--- src/rtl/serial_alu_pkg.sv ---
// Shared types for the bit-serial add/subtract controller.
package serial_alu_pkg;

  typedef enum logic [1:0] {
    IDLE = 2'd0,
    RUN  = 2'd1,
    DONE = 2'd2
  } ser_state_t;

  typedef enum logic {
    OP_ADD = 1'b0,
    OP_SUB = 1'b1
  } ser_op_t;

endpackage

--- src/rtl/serial_adder_ctrl_if.sv ---
// Operand/result handshake bundle between the ALU front-end, the serial engine and the consumer.
interface serial_adder_ctrl_if
  import serial_alu_pkg::*;
#(
  parameter int unsigned WIDTH = 8
) ();

  logic             in_valid;
  logic             in_ready;
  logic [WIDTH-1:0] a;
  logic [WIDTH-1:0] b;
  ser_op_t          op;
  logic             out_valid;
  logic             out_ready;
  logic [WIDTH-1:0] sum;
  logic             carry;
  logic             ovf;
  logic             busy;

  // Operand source plus result consumer side
  modport master (
    output in_valid, a, b, op, out_ready,
    input  in_ready, out_valid, sum, carry, ovf, busy
  );

  // Serial engine side
  modport slave (
    input  in_valid, a, b, op, out_ready,
    output in_ready, out_valid, sum, carry, ovf, busy
  );

endinterface

--- src/rtl/adder.sv ---
// One-bit full adder; the only arithmetic in the serial engine.
module adder (
  input  logic a,
  input  logic b,
  input  logic c_in,
  output logic s,
  output logic c_out
);

  assign s     = a ^ b ^ c_in;
  assign c_out = (a & b) | (c_in & (a ^ b));

endmodule

--- src/rtl/serial_adder_ctrl.sv ---
// Bit-serial add/subtract engine: one full adder stepped LSB-first over WIDTH bits.
module serial_adder_ctrl
  import serial_alu_pkg::*;
#(
  parameter int unsigned WIDTH = 8
) (
  input logic                clk,
  input logic                rst,
  serial_adder_ctrl_if.slave bus
);

  localparam int unsigned IDX_W = $clog2(WIDTH);

  ser_state_t       r_state;
  logic [WIDTH-1:0] r_a_sh;
  logic [WIDTH-1:0] r_b_sh;
  logic             r_carry_q;
  logic [IDX_W-1:0] r_bit_idx;
  logic             r_cin_msb;
  logic [WIDTH-1:0] r_sum;
  logic             r_carry;
  logic             r_ovf;
  logic             r_out_valid;
  logic             r_busy;

  logic             w_in_ready;
  logic             w_accept;
  logic [WIDTH-1:0] w_b_in;
  logic             w_s;
  logic             w_c_out;

  // Handshake decode; subtraction feeds the inverted B operand with carry-in of 1
  always_comb begin
    w_in_ready = 1'b0;
    w_accept   = 1'b0;
    w_b_in     = bus.b;
    w_in_ready = (r_state == IDLE) | ((r_state == DONE) & bus.out_ready);
    w_accept   = bus.in_valid & w_in_ready;
    if (bus.op == OP_SUB) begin
      w_b_in = ~bus.b;
    end
  end

  adder u_fa (
    .a     (r_a_sh[0]),
    .b     (r_b_sh[0]),
    .c_in  (r_carry_q),
    .s     (w_s),
    .c_out (w_c_out)
  );

  // Controller state, operand shifters and result registers
  always_ff @(posedge clk) begin
    if (rst) begin
      r_state     <= IDLE;
      r_a_sh      <= '0;
      r_b_sh      <= '0;
      r_carry_q   <= 1'b0;
      r_bit_idx   <= '0;
      r_cin_msb   <= 1'b0;
      r_sum       <= '0;
      r_carry     <= 1'b0;
      r_ovf       <= 1'b0;
      r_out_valid <= 1'b0;
      r_busy      <= 1'b0;
    end else begin
      case (r_state)
        IDLE, DONE: begin
          if (w_accept) begin
            r_a_sh      <= bus.a;
            r_b_sh      <= w_b_in;
            r_carry_q   <= (bus.op == OP_SUB);
            r_bit_idx   <= '0;
            r_state     <= RUN;
            r_busy      <= 1'b1;
            r_out_valid <= 1'b0;
          end else if ((r_state == DONE) && bus.out_ready) begin
            r_state     <= IDLE;
            r_out_valid <= 1'b0;
          end
        end
        RUN: begin
          r_sum     <= {w_s, r_sum[WIDTH-1:1]};
          r_carry_q <= w_c_out;
          r_a_sh    <= r_a_sh >> 1;
          r_b_sh    <= r_b_sh >> 1;
          if (r_bit_idx == IDX_W'(WIDTH - 2)) begin
            r_cin_msb <= w_c_out;
          end
          if (r_bit_idx == IDX_W'(WIDTH - 1)) begin
            r_bit_idx   <= '0;
            r_carry     <= w_c_out;
            r_ovf       <= r_cin_msb ^ w_c_out;
            r_state     <= DONE;
            r_out_valid <= 1'b1;
            r_busy      <= 1'b0;
          end else begin
            r_bit_idx <= r_bit_idx + IDX_W'(1);
          end
        end
        default: begin
          r_state     <= IDLE;
          r_out_valid <= 1'b0;
          r_busy      <= 1'b0;
        end
      endcase
    end
  end

  assign bus.in_ready  = w_in_ready;
  assign bus.out_valid = r_out_valid;
  assign bus.sum       = r_sum;
  assign bus.carry     = r_carry;
  assign bus.ovf       = r_ovf;
  assign bus.busy      = r_busy;

endmodule
--- src/flat_wrapper.sv ---
// flat-port wrapper written by rule: the top's interface ports become plain ports
module serial_adder_ctrl_flat import serial_alu_pkg::*;
#(
  parameter int unsigned WIDTH = 8
)
  (clk, rst, bus_in_valid, bus_a, bus_b, bus_op, bus_out_ready, bus_in_ready, bus_out_valid, bus_sum, bus_carry, bus_ovf, bus_busy);
  serial_adder_ctrl_if #(.WIDTH(WIDTH)) bus_i ();
  input logic clk;
  input logic rst;
  input wire logic [$bits(bus_i.in_valid)-1:0] bus_in_valid;
  input wire logic [$bits(bus_i.a)-1:0] bus_a;
  input wire logic [$bits(bus_i.b)-1:0] bus_b;
  input wire logic [$bits(bus_i.op)-1:0] bus_op;
  input wire logic [$bits(bus_i.out_ready)-1:0] bus_out_ready;
  output wire logic [$bits(bus_i.in_ready)-1:0] bus_in_ready;
  output wire logic [$bits(bus_i.out_valid)-1:0] bus_out_valid;
  output wire logic [$bits(bus_i.sum)-1:0] bus_sum;
  output wire logic [$bits(bus_i.carry)-1:0] bus_carry;
  output wire logic [$bits(bus_i.ovf)-1:0] bus_ovf;
  output wire logic [$bits(bus_i.busy)-1:0] bus_busy;
  assign bus_i.in_valid = bus_in_valid;
  assign bus_i.a = bus_a;
  assign bus_i.b = bus_b;
  assign bus_i.op = bus_op;
  assign bus_i.out_ready = bus_out_ready;
  assign bus_in_ready = bus_i.in_ready;
  assign bus_out_valid = bus_i.out_valid;
  assign bus_sum = bus_i.sum;
  assign bus_carry = bus_i.carry;
  assign bus_ovf = bus_i.ovf;
  assign bus_busy = bus_i.busy;
  serial_adder_ctrl #(.WIDTH(WIDTH)) u_core (.clk(clk), .rst(rst), .bus(bus_i));
endmodule
--- config.mk ---
export PLATFORM = sky130hd
export DESIGN_NAME = serial_adder_ctrl_flat
export DESIGN_NICKNAME = d
export VERILOG_FILES = /design/src/rtl/serial_alu_pkg.sv /design/src/rtl/serial_adder_ctrl_if.sv /design/src/rtl/adder.sv /design/src/rtl/serial_adder_ctrl.sv /design/src/flat_wrapper.sv
export SDC_FILE = /design/constraint.sdc
export NUM_CORES = 1
export LEC_CHECK = 0
export CORE_ASPECT_RATIO = 1.75
export CORE_MARGIN = 2
export CORE_UTILIZATION = 51
export DETAILED_ROUTE_END_ITERATION = 10
export HOLD_SLACK_MARGIN = 0.05
export PLACE_DENSITY_LB_ADDON = 0.1
export REMOVE_ABC_BUFFERS = 1
export SYNTH_ARGS = -nofsm -noshare
export SYNTH_HDL_FRONTEND = slang
export SYNTH_SLANG_ARGS = --single-unit
export TNS_END_PERCENT = 5
--- constraint.sdc ---
create_clock -name clk -period 1.79 [get_ports clk]
set_clock_uncertainty 0.15 [all_clocks]
set_input_delay 0.537 -clock clk [delete_from_list [all_inputs] [get_ports clk]]
set_output_delay 0.537 -clock clk [all_outputs]
set_load 0.01 [all_outputs]
==> results.sh <==
export IMPL_status="completed"
export IMPL_wl_per_cell_um=14.4
export IMPL_cp_end_kind="primary output"
export IMPL_yosysUniqueCellTypes=34
export IMPL_numCtsBuffers=5
export IMPL_grt_pass1_vias=1590
export IMPL_ys_seq_area_share_pct=39.7
export IMPL_firstDrtPassIters=4
export IMPL_cp_num_buf_inv=2
export IMPL_syn_inst=202
export IMPL_placed_area_um2=2200
export IMPL_via_per_inst=5.62
export IMPL_cp_data_arrival_time_ps=1040
export IMPL_grt_usage_pct=24.7
export IMPL_top_level_ports=34
export IMPL_dp_cells=286
export IMPL_final_cell_area_um2=2290
export IMPL_drc=0
export IMPL_cts_sinks=34
export IMPL_hpwl_um=3230
export IMPL_routed_wl_um=4240
export IMPL_clock_fmax_ghz=0.580
export IMPL_powerDensity_nw_per_um2=748
export IMPL_ant_nets=0
export IMPL_hold_buffers=0
export IMPL_grt_pass1_wl_um=6910
export IMPL_grt_ovfl_total=0
export IMPL_hold_path_class="register to register"
export IMPL_tritoncts="yes"
export IMPL_slew_headroom_pct=82.3
export IMPL_reg2reg_from="u_core.r_bit_idx[1]"
export IMPL_multiInputGateArea_um2=917
export IMPL_clock_latency_ps=280
export IMPL_cp_cell_sequence="clkdlybuf4s15_1 -> nor2b_2 -> nor2_1 -> buf_2"
export IMPL_initial_utilization_pct=54.0
export IMPL_crit_start="bus_out_ready"
export IMPL_yosys_warnings=0
export IMPL_report_power_total_mw=1.71
export IMPL_ys_ff_latch=34
export IMPL_clock_root_buffer="clkbuf_8"
export IMPL_finalHoldViolCount=0
export IMPL_cts_max_level=2
export IMPL_path_delay_family="buffers and inverters"
export IMPL_leakagePower_nw=0.944
export IMPL_fin_nets=276
export IMPL_gp_congestion=0.793
export IMPL_synth_avg_cell_area_um2=8.49
export IMPL_seq_area_um2=681
export IMPL_cp_data_required_time_ps=1100
export IMPL_period_needed_ps=1720
export IMPL_fin_util_pct=72.1
export IMPL_crit_path_max_incr_delay_ps=200
export IMPL_holdWs_ps=301
export IMPL_ir_drop_v=0.000599
export IMPL_rrSetupSlack_ps=150
export IMPL_portBuffers=33
export IMPL_critPathLaunchType="primary input"
export IMPL_tightest_slew_ps=264
export IMPL_first_iter_violations=36
export IMPL_setup_viol=0
export IMPL_clk_pin_slew_ps=70
export IMPL_cp_max_fo=2
export IMPL_worstSetupPathType="primary input to primary output"
export IMPL_slowest_stage="clkdlybuf4s15_1"
export IMPL_max_cap_viol_count=0
export IMPL_diodes=0
export IMPL_via_count=1657
export IMPL_period_share_pct=96.4
export IMPL_holdCritStartpoint="u_core.bus.ovf"
export IMPL_core_um2=3180
export IMPL_grt_max_degree=23
export IMPL_dieHeight_um=80.7
export IMPL_synth_cell_area_um2=1710
export IMPL_cts_path_max_buffers=2
export IMPL_antenna_found_initial=0
export IMPL_dieArea_um2=3860
export IMPL_layoutNonFillerInstCount=295
export IMPL_nFillCells=261
export IMPL_rsz0062_at_grt="false"
export IMPL_die_w_um=47.8
export IMPL_final_max_slew_viol_count=0
export IMPL_rows=27
export IMPL_syn2layout_area_growth_pct=33.6
export IMPL_layout_drive_gt1_share_pct=14.7
-- final timing paths --
kind | to | cells past startpoint
max | bus_in_ready | 4
min | u_core.bus.ovf | 2
max reg2reg | u_core.r_bit_idx[0] | 4
min reg2reg | u_core.bus.ovf | 2
-- cells in the final DEF, fill, tap and decap left out, drive strengths merged, types with 2 or more instances in the layout --
| cell | instances |
|---|---|
| ha | 3 |
| nor3 | 10 |
| mux2i | 7 |
| dfxtp | 34 |
| clkbuf | 7 |
| dlygate4sd2 | 12 |
| nor2b | 2 |
| inv | 9 |
| nor2 | 10 |
| a21oi | 16 |
| nand2 | 38 |
| nand2b | 7 |
| a311o | 8 |
| o21ai | 3 |
| clkdlybuf4s50 | 17 |
| buf | 24 |
| a31oi | 9 |
| dlymetal6s2s | 2 |
| a221o | 7 |
| nand3 | 4 |
| xor2 | 9 |
| nand3b | 2 |
-- metrics by stage --
stage | setup WS, ps | setup TNS, ps
4_1_cts | 10.4 | 0
6_report | 65.2 | 0
3_5_place_dp | -606 | -5510
2_1_floorplan | -126 | -285
3_3_place_gp | -590 | -4700
5_1_grt | 16.5 | 0
-- cells by family after synthesis --
| family | Yosys count | share of synthesized area (%) |
|---|---|---|
| muxes | 7 | 4.09 |
| AOI/OAI and AO/OA | 47 | 19.7 |
| DFF | 34 | 39.7 |
| and+or+nand+nor | 78 | 21.6 |
| buffers and inverters | 23 | 6.93 |
| adders and majority gates | 4 | 3.36 |
| xor gates and xnor gates | 9 | 4.60 |
-- timing repair --
| item | in CTS | in global routing |
|---|---|---|
| endpoints found under the hold margin | 0 | 0 |
| pin swaps | 0 | 0 |
| resized for setup | 17 | 4 |
| setup buffers | 0 | 1 |
| setup endpoints to repair | 19 | 13 |
-- report_power, final --
part           switching [mW]  total, mW  leakage (nW)  internal, mW
clock                   0.264      0.574        0.0482         0.310
sequential             0.0344      0.834         0.278         0.800
combinational           0.148      0.305         0.617         0.157
total                   0.446       1.71         0.944          1.27
-- synth_stat cells, drive strengths merged --
library cell  count  area, µm²
o31ai             1       7.51
nor3             10       55.1
o21a              1       7.51
a221o             7       70.1
buf              14       85.1
or3               1       6.26
a31oi             9       56.3
mux2i             7       70.1
nor2b             2       15.0
dfxtp            34        681
or4               1       7.51
inv               9       33.8
fa                1       20.0
nor2             10       37.5
nand3             4       20.0
o21ai             3       15.0
and2b             1       7.51
a21oi            16       83.8
o21ba             1       10.0
xor2              9       78.8
a311o             8       80.1
nand2b            7       51.3
o211ai            1       7.51
nor4              1       6.26
nand2            38        143
nand3b            2       15.0
ha                3       37.5
nand4             1       6.26
-- final cells by class --
cell class	instances	share of cell area, %
Clock inverter	1	0.219
Tap cell	43	2.35
Clock buffer	7	3.77
Sequential cell	34	29.7
Timing Repair Buffer	56	22.4
Multi-Input combinational cell	145	40.1
Inverter	9	1.48
-- worst min-delay path, cell delays in order (launching register included) --
cell     delay, ps
dfxtp_1        310
nand2_1         50
a21oi_1         50
-- metal layers --
metal	wire, µm	part of all wire [%]	up-vias	track usage (%)
met5	0	0	-	0
met1	1610	38	806	26.4
li1	-	-	810	-
met2	2460	58	37	44.7
met4	44	1.0	0	9.19
met3	128	3.0	4	4.27
-- state kept, by name (all words and copies together) (netlist names), 3 cells and up --
signal and count:
u_core.bus.sum 8, u_core.r_a_sh 8, u_core.r_bit_idx 3, u_core.r_b_sh 8
No activity file was read; power rests on OpenSTA's default activity.
